### src/rtl/encoder_sim.sv
// ---------------------------------------------------------------------------
// encoder_sim
//   Closed-loop plant model for the motor speed controller. It measures the
//   duty cycle of the controller's PWM over fixed windows, turns duty into a
//   simulated shaft speed through a first-order lag, and emits encoder edges
//   at that speed (one channel-A rising edge per degree).
//
// Ports
//   clk          in   system clock
//   reset        in   asynchronous, active-high reset
//   pwm_in       in   controller PWM (asynchronous, synchronised here)
//   enc_a        out  encoder channel A
//   enc_b        out  encoder channel B (0 unless quadrature is enabled)
//   speed_deg_s  out  simulated speed in deg/s, unsigned
//   window_done  out  1-cycle strobe, high while speed_deg_s shows a new value
//
// Build option
//   ENCODER_SIM_QUAD_EN : quadrature output; (enc_a,enc_b) walk the Gray
//                         sequence 00->10->11->01, four edges per degree.
//                         Undefined: A toggles twice per degree, B tied 0.
// ---------------------------------------------------------------------------
module encoder_sim #(
   parameter int unsigned CLK_HZ     = 16000000,
   parameter int unsigned WINDOW_LOG = 10,
   parameter int unsigned MAX_DEG_S  = 1440,
   parameter int unsigned LAG_LOG    = 2
) (
   input  logic        clk,
   input  logic        reset,
   input  logic        pwm_in,
   output logic        enc_a,
   output logic        enc_b,
   output logic [15:0] speed_deg_s,
   output logic        window_done
);

`ifdef ENCODER_SIM_QUAD_EN
   localparam int unsigned EDGES = 4;
`else
   localparam int unsigned EDGES = 2;
`endif

   localparam int unsigned HC_W   = WINDOW_LOG + 1;
   localparam int unsigned PROD_W = HC_W + 16;
   localparam logic [31:0] C_HZ   = 32'(CLK_HZ);

   typedef enum logic {S_MEASURE, S_UPDATE} state_t;

   // ---------------- input synchroniser ----------------
   logic [1:0] r_sync;
   logic       w_pwm_s;

   always_ff @(posedge clk or posedge reset) begin
      if (reset) r_sync <= 2'b00;
      else       r_sync <= {r_sync[0], pwm_in};
   end

   assign w_pwm_s = r_sync[1];

   // ---------------- measurement FSM ----------------
   state_t                r_state, w_state_nxt;
   logic                  w_upd;
   logic [WINDOW_LOG-1:0] r_win_cnt;
   logic [HC_W-1:0]       r_high_cnt;

   always_ff @(posedge clk or posedge reset) begin
      if (reset) r_state <= S_MEASURE;
      else       r_state <= w_state_nxt;
   end

   always_comb begin
      w_state_nxt = r_state;
      w_upd       = 1'b0;
      case (r_state)
         // the sample taken in the last counted cycle is still included
         S_MEASURE: if (r_win_cnt == '1) w_state_nxt = S_UPDATE;
         S_UPDATE: begin
            w_upd       = 1'b1;
            w_state_nxt = S_MEASURE;
         end
         default: w_state_nxt = S_MEASURE;
      endcase
   end

   // no sample is taken in the update cycle
   always_ff @(posedge clk or posedge reset) begin
      if (reset) begin
         r_win_cnt  <= '0;
         r_high_cnt <= '0;
      end else if (w_upd) begin
         r_win_cnt  <= '0;
         r_high_cnt <= '0;
      end else begin
         r_win_cnt  <= r_win_cnt + 1'b1;
         r_high_cnt <= r_high_cnt + HC_W'(w_pwm_s);
      end
   end

   // ---------------- speed filter ----------------
   logic [PROD_W-1:0]  w_prod;
   logic [15:0]        w_target;
   logic signed [16:0] w_diff;
   logic signed [16:0] w_shift;
   logic signed [16:0] w_step;
   logic [15:0]        r_speed;
   logic               r_window_done;

   assign w_prod   = PROD_W'(r_high_cnt) * PROD_W'(MAX_DEG_S);
   assign w_target = 16'(w_prod >> WINDOW_LOG);
   assign w_diff   = $signed({1'b0, w_target}) - $signed({1'b0, r_speed});
   assign w_shift  = w_diff >>> LAG_LOG;

   // once the remaining error shifts to zero, creep by one so the filter
   // lands exactly on target instead of stalling short of it
   always_comb begin
      w_step = w_shift;
      if (w_shift == 17'sd0 && w_diff != 17'sd0)
         w_step = w_diff[16] ? -17'sd1 : 17'sd1;
   end

   always_ff @(posedge clk or posedge reset) begin
      if (reset) begin
         r_speed       <= '0;
         r_window_done <= 1'b0;
      end else begin
         r_window_done <= w_upd;
         if (w_upd) r_speed <= r_speed + w_step[15:0];
      end
   end

   assign speed_deg_s = r_speed;
   assign window_done = r_window_done;

   // ---------------- pulse generator ----------------
   // Phase accumulator with modulus CLK_HZ. Parameter limits keep the
   // increment below CLK_HZ/2, so at most one edge fires per clock. At zero
   // speed the accumulator simply holds, freezing the outputs in place.
   logic [31:0] r_acc;
   logic [31:0] w_sum;
   logic        w_edge;

   assign w_sum  = r_acc + 32'(r_speed) * 32'(EDGES);
   assign w_edge = (w_sum >= C_HZ);

   always_ff @(posedge clk or posedge reset) begin
      if (reset)       r_acc <= '0;
      else if (w_edge) r_acc <= w_sum - C_HZ;
      else             r_acc <= w_sum;
   end

`ifdef ENCODER_SIM_QUAD_EN
   // {A,B}: next = {~B, A} walks 00->10->11->01->00, A leading B
   logic [1:0] r_gray;

   always_ff @(posedge clk or posedge reset) begin
      if (reset)       r_gray <= 2'b00;
      else if (w_edge) r_gray <= {~r_gray[0], r_gray[1]};
   end

   assign enc_a = r_gray[1];
   assign enc_b = r_gray[0];
`else
   logic r_enc_a;

   always_ff @(posedge clk or posedge reset) begin
      if (reset)       r_enc_a <= 1'b0;
      else if (w_edge) r_enc_a <= ~r_enc_a;
   end

   assign enc_a = r_enc_a;
   assign enc_b = 1'b0;
`endif

endmodule

### config.mk
export PLATFORM = sky130hd
export DESIGN_NAME = encoder_sim
export DESIGN_NICKNAME = d
export VERILOG_FILES = /design/src/rtl/encoder_sim.sv
export SDC_FILE = /design/constraint.sdc
export NUM_CORES = 1
export LEC_CHECK = 0
export CELL_PAD_IN_SITES_DETAIL_PLACEMENT = 1
export CELL_PAD_IN_SITES_GLOBAL_PLACEMENT = 1
export CORE_MARGIN = 2
export CORE_UTILIZATION = 45
export CTS_CLUSTER_SIZE = 14
export DETAILED_ROUTE_END_ITERATION = 6
export PLACE_DENSITY = 0.85
export SLEW_MARGIN = 5
export SYNTH_ARGS = -nofsm -noshare
export SYNTH_HDL_FRONTEND = slang
export SYNTH_SLANG_ARGS = --single-unit
### constraint.sdc
create_clock -name clk -period 8.85 [get_ports clk]
set_input_delay 2.655 -clock clk [delete_from_list [all_inputs] [get_ports clk]]
set_output_delay 2.655 -clock clk [all_outputs]
set_load 0.05 [all_outputs]
**Word level (Yosys, flattened, before mapping)**

Cells that the tools add are included.

- Flip-flop bits (word level): 74
- Input bits: 3

- Add/sub/neg operators: 6
- Multipliers: 1
- Magnitude comparators: 1
- Equality and inequality tests: 1
- Mux-type cells: 8
- Bitwise operators: 2
- Reductions and logical operators: 3

Operators by type and width:

| cell | count |
|---|---|
| 32-bit by 17-bit adder with 32-bit output | 1 |
| 32-bit by 24-bit >= comparator with 1-bit output, second input constant | 1 |
| 16-bit two-way mux | 2 |
| 32-bit two-way mux | 1 |
| 32-bit by 24-bit subtractor with 32-bit output, second input constant | 1 |
| 17-bit zero test | 1 |
| 11-bit by 6-bit multiplier with 17-bit output, second input constant | 1 |
| 17-bit nonzero test | 1 |
| 12-bit by 16-bit subtractor with 17-bit output | 1 |
| 16-bit adder | 1 |
| 11-bit by 1-bit adder with 11-bit output | 1 |
| 11-bit two-way mux | 1 |
| 10-bit by 1-bit adder with 10-bit output, second input constant | 1 |
| 10-bit equality test, second input constant | 1 |
| 10-bit two-way mux | 1 |
| 1-bit two-way mux | 2 |
| 1-bit NOT | 2 |
| 1-bit case mux with 2 select lines | 1 |
| 1-bit logical AND | 1 |

**Longest topological paths before layout**

- Word-level depth: 6
- Gate-level depth with buffers: 37
- Depth with buffers taken out: 37

**Worst setup path after synthesis**

OpenSTA, ideal clock, no wires.

- Path kind: register to register
- Start point: register r_high_cnt[4]
- End point: register r_speed[12] (netlist: speed_deg_s[12])
- Setup time: 136 ps
- Arrival: 7245 ps
- Setup slack: 1469 ps
- Cell stages (with the launch flop): 36
- Path buffers: 0
- Clock period less this slack: 7381 ps
- Cell sequence: dfrtp_1 ha_1 fa_1 inv_1 fa_1 inv_1 ha_1 o21ai_0 a21boi_0 o21ai_0 a21boi_0 o21ai_0 nand2_1 a21oi_1 o21ai_0 a2111oi_0 nand3b_1 ha_1 or2_2 a21oi_1 a211oi_1 nand2_1 o41ai_1 ha_1 fa_1 a21o_1 a21oi_1 o21bai_1 a21oi_1 o21bai_1 a21oi_1 o21bai_1 a21o_1 a211oi_1 nor4b_1 or3b_2

- Word-level cells in the longest chain between the ends: 6

RTL lines:

| what | RTL line | text |
|---|---|---|
| from (decl) | 64 | `logic [HC_W-1:0] r_high_cnt;` |
| from (signal assigned) | 95 | `r_high_cnt <= r_high_cnt + HC_W'(w_pwm_s);` |
| 11-bit by 6-bit multiplier with 17-bit output (*) | 108 | `assign w_prod = PROD_W'(r_high_cnt) * PROD_W'(MAX_DEG_S);` |
| 12-bit by 16-bit subtractor with 17-bit output (*) | 110 | `assign w_diff = $signed({1'b0, w_target}) - $signed({1'b0, r_speed});` |
| 17-bit zero test / 17-bit nonzero test (equally long branches) | 117 | `if (w_shift == 17'sd0 && w_diff != 17'sd0)` |
| 1-bit logical AND | 117 |  |
| 16-bit two-way mux (*) | 117 |  |
| 16-bit adder (*) | 127 | `if (w_upd) r_speed <= r_speed + w_step[15:0];` |
| to (signal assigned) | 127 |  |
| to (decl) | 105 | `logic [15:0] r_speed;` |

Every way passes the cells marked *; elsewhere a longest branch is shown, timed or not.
A chain may end at the register's enable or synchronous reset.

**Worst setup path in the final report**

- Start point: register r_high_cnt[4]
- End point: register r_speed[15] (netlist: speed_deg_s[15])

Same word-level chain as after synthesis.

==> results.sh <==
export IMPL_status="finished, final reports clean"
export IMPL_clock_sinks=73
export IMPL_ys_flop_type="dfrtp_1"
export IMPL_start_util_pct=45.5
export IMPL_place_congestion=0.841
export IMPL_hold_viol_final=0
export IMPL_gr_usage_all_layers_pct=22.0
export IMPL_syn_area_mm2=0.00684
export IMPL_holdPathStages=0
export IMPL_stdcell_count=976
export IMPL_diodes=0
export IMPL_grt_max_degree=74
export IMPL_synth_top_area_share_pct=26.7
export IMPL_cts_max_path_buffers=2
export IMPL_worst_skew_pair_late_latency_ns=0.35
export IMPL_path_delay_family="compound AO/OA/AOI/OAI gates"
export IMPL_synthTopCellsByCount="inv_1, ha_1, dfrtp_1, nor2_1, nand2_1"
export IMPL_cts_tree="built"
export IMPL_rrSetupSlack_ns=0.67
export IMPL_dpl_cell_count=960
export IMPL_drive_gt1_share_pct=8.38
export IMPL_core_mm2=0.0150
export IMPL_fmax_mhz=122
export IMPL_root_buffer="clkbuf_16"
export IMPL_path_common_cell="o21ai_0"
export IMPL_reg2reg_to="speed_deg_s[15]"
export IMPL_yosysWarningCount=0
export IMPL_cts_buffers=9
export IMPL_worstSetupPathType="reg2reg"
export IMPL_htree_num_levels=3
export IMPL_io_pin_count=22
export IMPL_grt_overflow_total=0
export IMPL_antenna_found_initial=0
export IMPL_crit_path_max_fanout=5
export IMPL_synthDistinctLibCells=74
export IMPL_dr_wl_met2_um=8080
export IMPL_slew_violations=0
export IMPL_vias=5518
export IMPL_dr_pass1_iters=4
export IMPL_max_stage_delay_ns=0.63
export IMPL_rows=45
export IMPL_drt_met1_wl_um=7930
export IMPL_holdCritStartpoint="r_sync[0]"
export IMPL_synthTopCellsByArea="dfrtp_1, ha_1, xnor2_1, fa_1, inv_1"
export IMPL_ys_ff_latch=73
export IMPL_postSynthCellCount=764
export IMPL_synth_edf_count=0
export IMPL_fin_skew_ns=0.0104
export IMPL_max_slew_worst_pin_slew_ns=0.972
export IMPL_die_w_um=127
export IMPL_cp_slowest_cell="or4b_2"
export IMPL_postSynthAreaPerCell_um2=8.95
export IMPL_synth_top_area_cell="dfrtp_1"
export IMPL_setup_ws_ns=0.675
export IMPL_fin_crit_sh_pct=92.4
export IMPL_maxUsedRoutingLayer="met4"
export IMPL_hpwlAfterDp_um=12700
export IMPL_slew_headroom_pct=35.2
export IMPL_drt_iter0_drc=229
export IMPL_cts_hold_buf=0
export IMPL_nets=881
export IMPL_yosysMostFrequentCell="inv_1"
export IMPL_drc=0
export IMPL_setup_viol=0
export IMPL_grt_pass1_vias=5866
export IMPL_crit_buf_inv=2
export IMPL_maxCapViolCount=0
export IMPL_post_place_ws_ns=0.730
export IMPL_required_ns=9.10
export IMPL_end_kind="register"
export IMPL_ant_nets=0
export IMPL_post_drt_via_cell_ratio=5.65
export IMPL_dr_wl_met3_um=470
export IMPL_synth_nets=862
export IMPL_grt_first_pass_wirelength_um=28700
export IMPL_finalCoreUtilization_pct=50.3
export IMPL_fillers=1735
export IMPL_wirelength_um=16800
export IMPL_reg2regPathDepth=34
export IMPL_path_clk_slew_ns=0.06
export IMPL_die_area_mm2=0.0162
export IMPL_reg2reg_from="r_high_cnt[4]"
export IMPL_io_buffers=20
export IMPL_area_growth_pct=10.7
export IMPL_start_kind="register"
export IMPL_die_h_um=127
export IMPL_min_path_type="reg2reg"
export IMPL_wl_per_cell_um=17.2
export IMPL_ys_seq_area_share_pct=26.7
export IMPL_cp_arrival_ns=8.42
export IMPL_fin_crit_ns=8.18
export IMPL_holdPathEnd="r_sync[1]"
export IMPL_postSynth_asyncResetShare_pct=100
-- how the worst max path moves through the flow --
| stage | start | to | depth (start not counted) |
|---|---|---|---|
| after floorplan | r_high_cnt[4] | speed_deg_s[12] | 35 |
| after global placement | r_high_cnt[2] | speed_deg_s[12] | 36 |
| after detailed placement | r_high_cnt[4] | speed_deg_s[12] | 35 |
| after CTS | r_high_cnt[2] | speed_deg_s[15] | 35 |
| after global routing | r_high_cnt[4] | speed_deg_s[12] | 35 |
| final | r_high_cnt[4] | speed_deg_s[15] | 34 |
-- metal layers --
layer  global-route usage [%]  vias to the layer above
li1                         -                     2698
met1                     28.1                     2741
met2                     38.3                       55
met3                     4.40                       24
met4                     5.88                        0
met5                        0                        -
-- flip-flops by register name, summed over array words and instances, names as in the netlist --
register / cells
r_acc: 31
r_state: 1
speed_deg_s: 16
r_sync: 2
r_win_cnt: 10
enc_a: 1
window_done: 1
r_high_cnt: 11
-- through the flow --
| stage | TNS, ns | area (um2) | hold WS (ns) |
|---|---|---|---|
| after floorplan | 0 | 6840 | 0.331 |
| after global placement | 0 | 7210 | 0.337 |
| after detailed placement | 0 | 7210 | 0.347 |
| after CTS | 0 | 7540 | 0.359 |
| after global routing | -0.0297 | 7570 | 0.360 |
| final | 0 | 7570 | 0.353 |
-- final cells by class --
class	count	area [um2]	area share (%)
flip-flops and latches	73	1830	24.2
clock inverters	5	77.6	1.02
multi-input cells	590	4630	61.2
repair buffers	21	208	2.74
clock buffers	11	253	3.34
well taps	188	235	3.11
inverters	88	332	4.38
-- cells in the final DEF (no fill, tap or decap), drive strengths merged, types with 5 or more instances in the layout --
master and count:
nand3 28, or2 6, a2111oi 6, nor2b 5, a31oi 8, nand2 52, nor4 5, a21boi 6
o211ai 12, or3 11, o21a 8, clkbuf 11, xor2 38, nand2b 5, dfrtp 73, ha 78
a211oi 7, a21o 15, and3 6, o21ai 42, a21oi 51, nand4 6, clkdlybuf4s50 20, fa 17
xnor2 49, o31ai 6, inv 87, nor2 63, nor3 13, o21bai 9
-- cells by family after synthesis --
| logic type | count (synthesis) | synth area share, % |
|---|---|---|
| xor+xnor | 87 | 11.3 |
| mux | 6 | 0.915 |
| fa+ha+maj | 95 | 19.3 |
| compound gates | 184 | 19.9 |
| buf+inv | 101 | 5.87 |
| flops | 73 | 26.7 |
| other cells | 1 | 0.0549 |
| simple gates | 217 | 16.1 |
-- timing repair --
| action | 4_1_cts | 5_1_grt |
|---|---|---|
| buffers inserted | 0 | 0 |
| gates resized for setup | 0 | 7 |
| endpoints found under the setup margin | 0 | 3 |
Power is not shown: default switching activity piles up to over one toggle a cycle in this logic, so the estimate is an artifact.
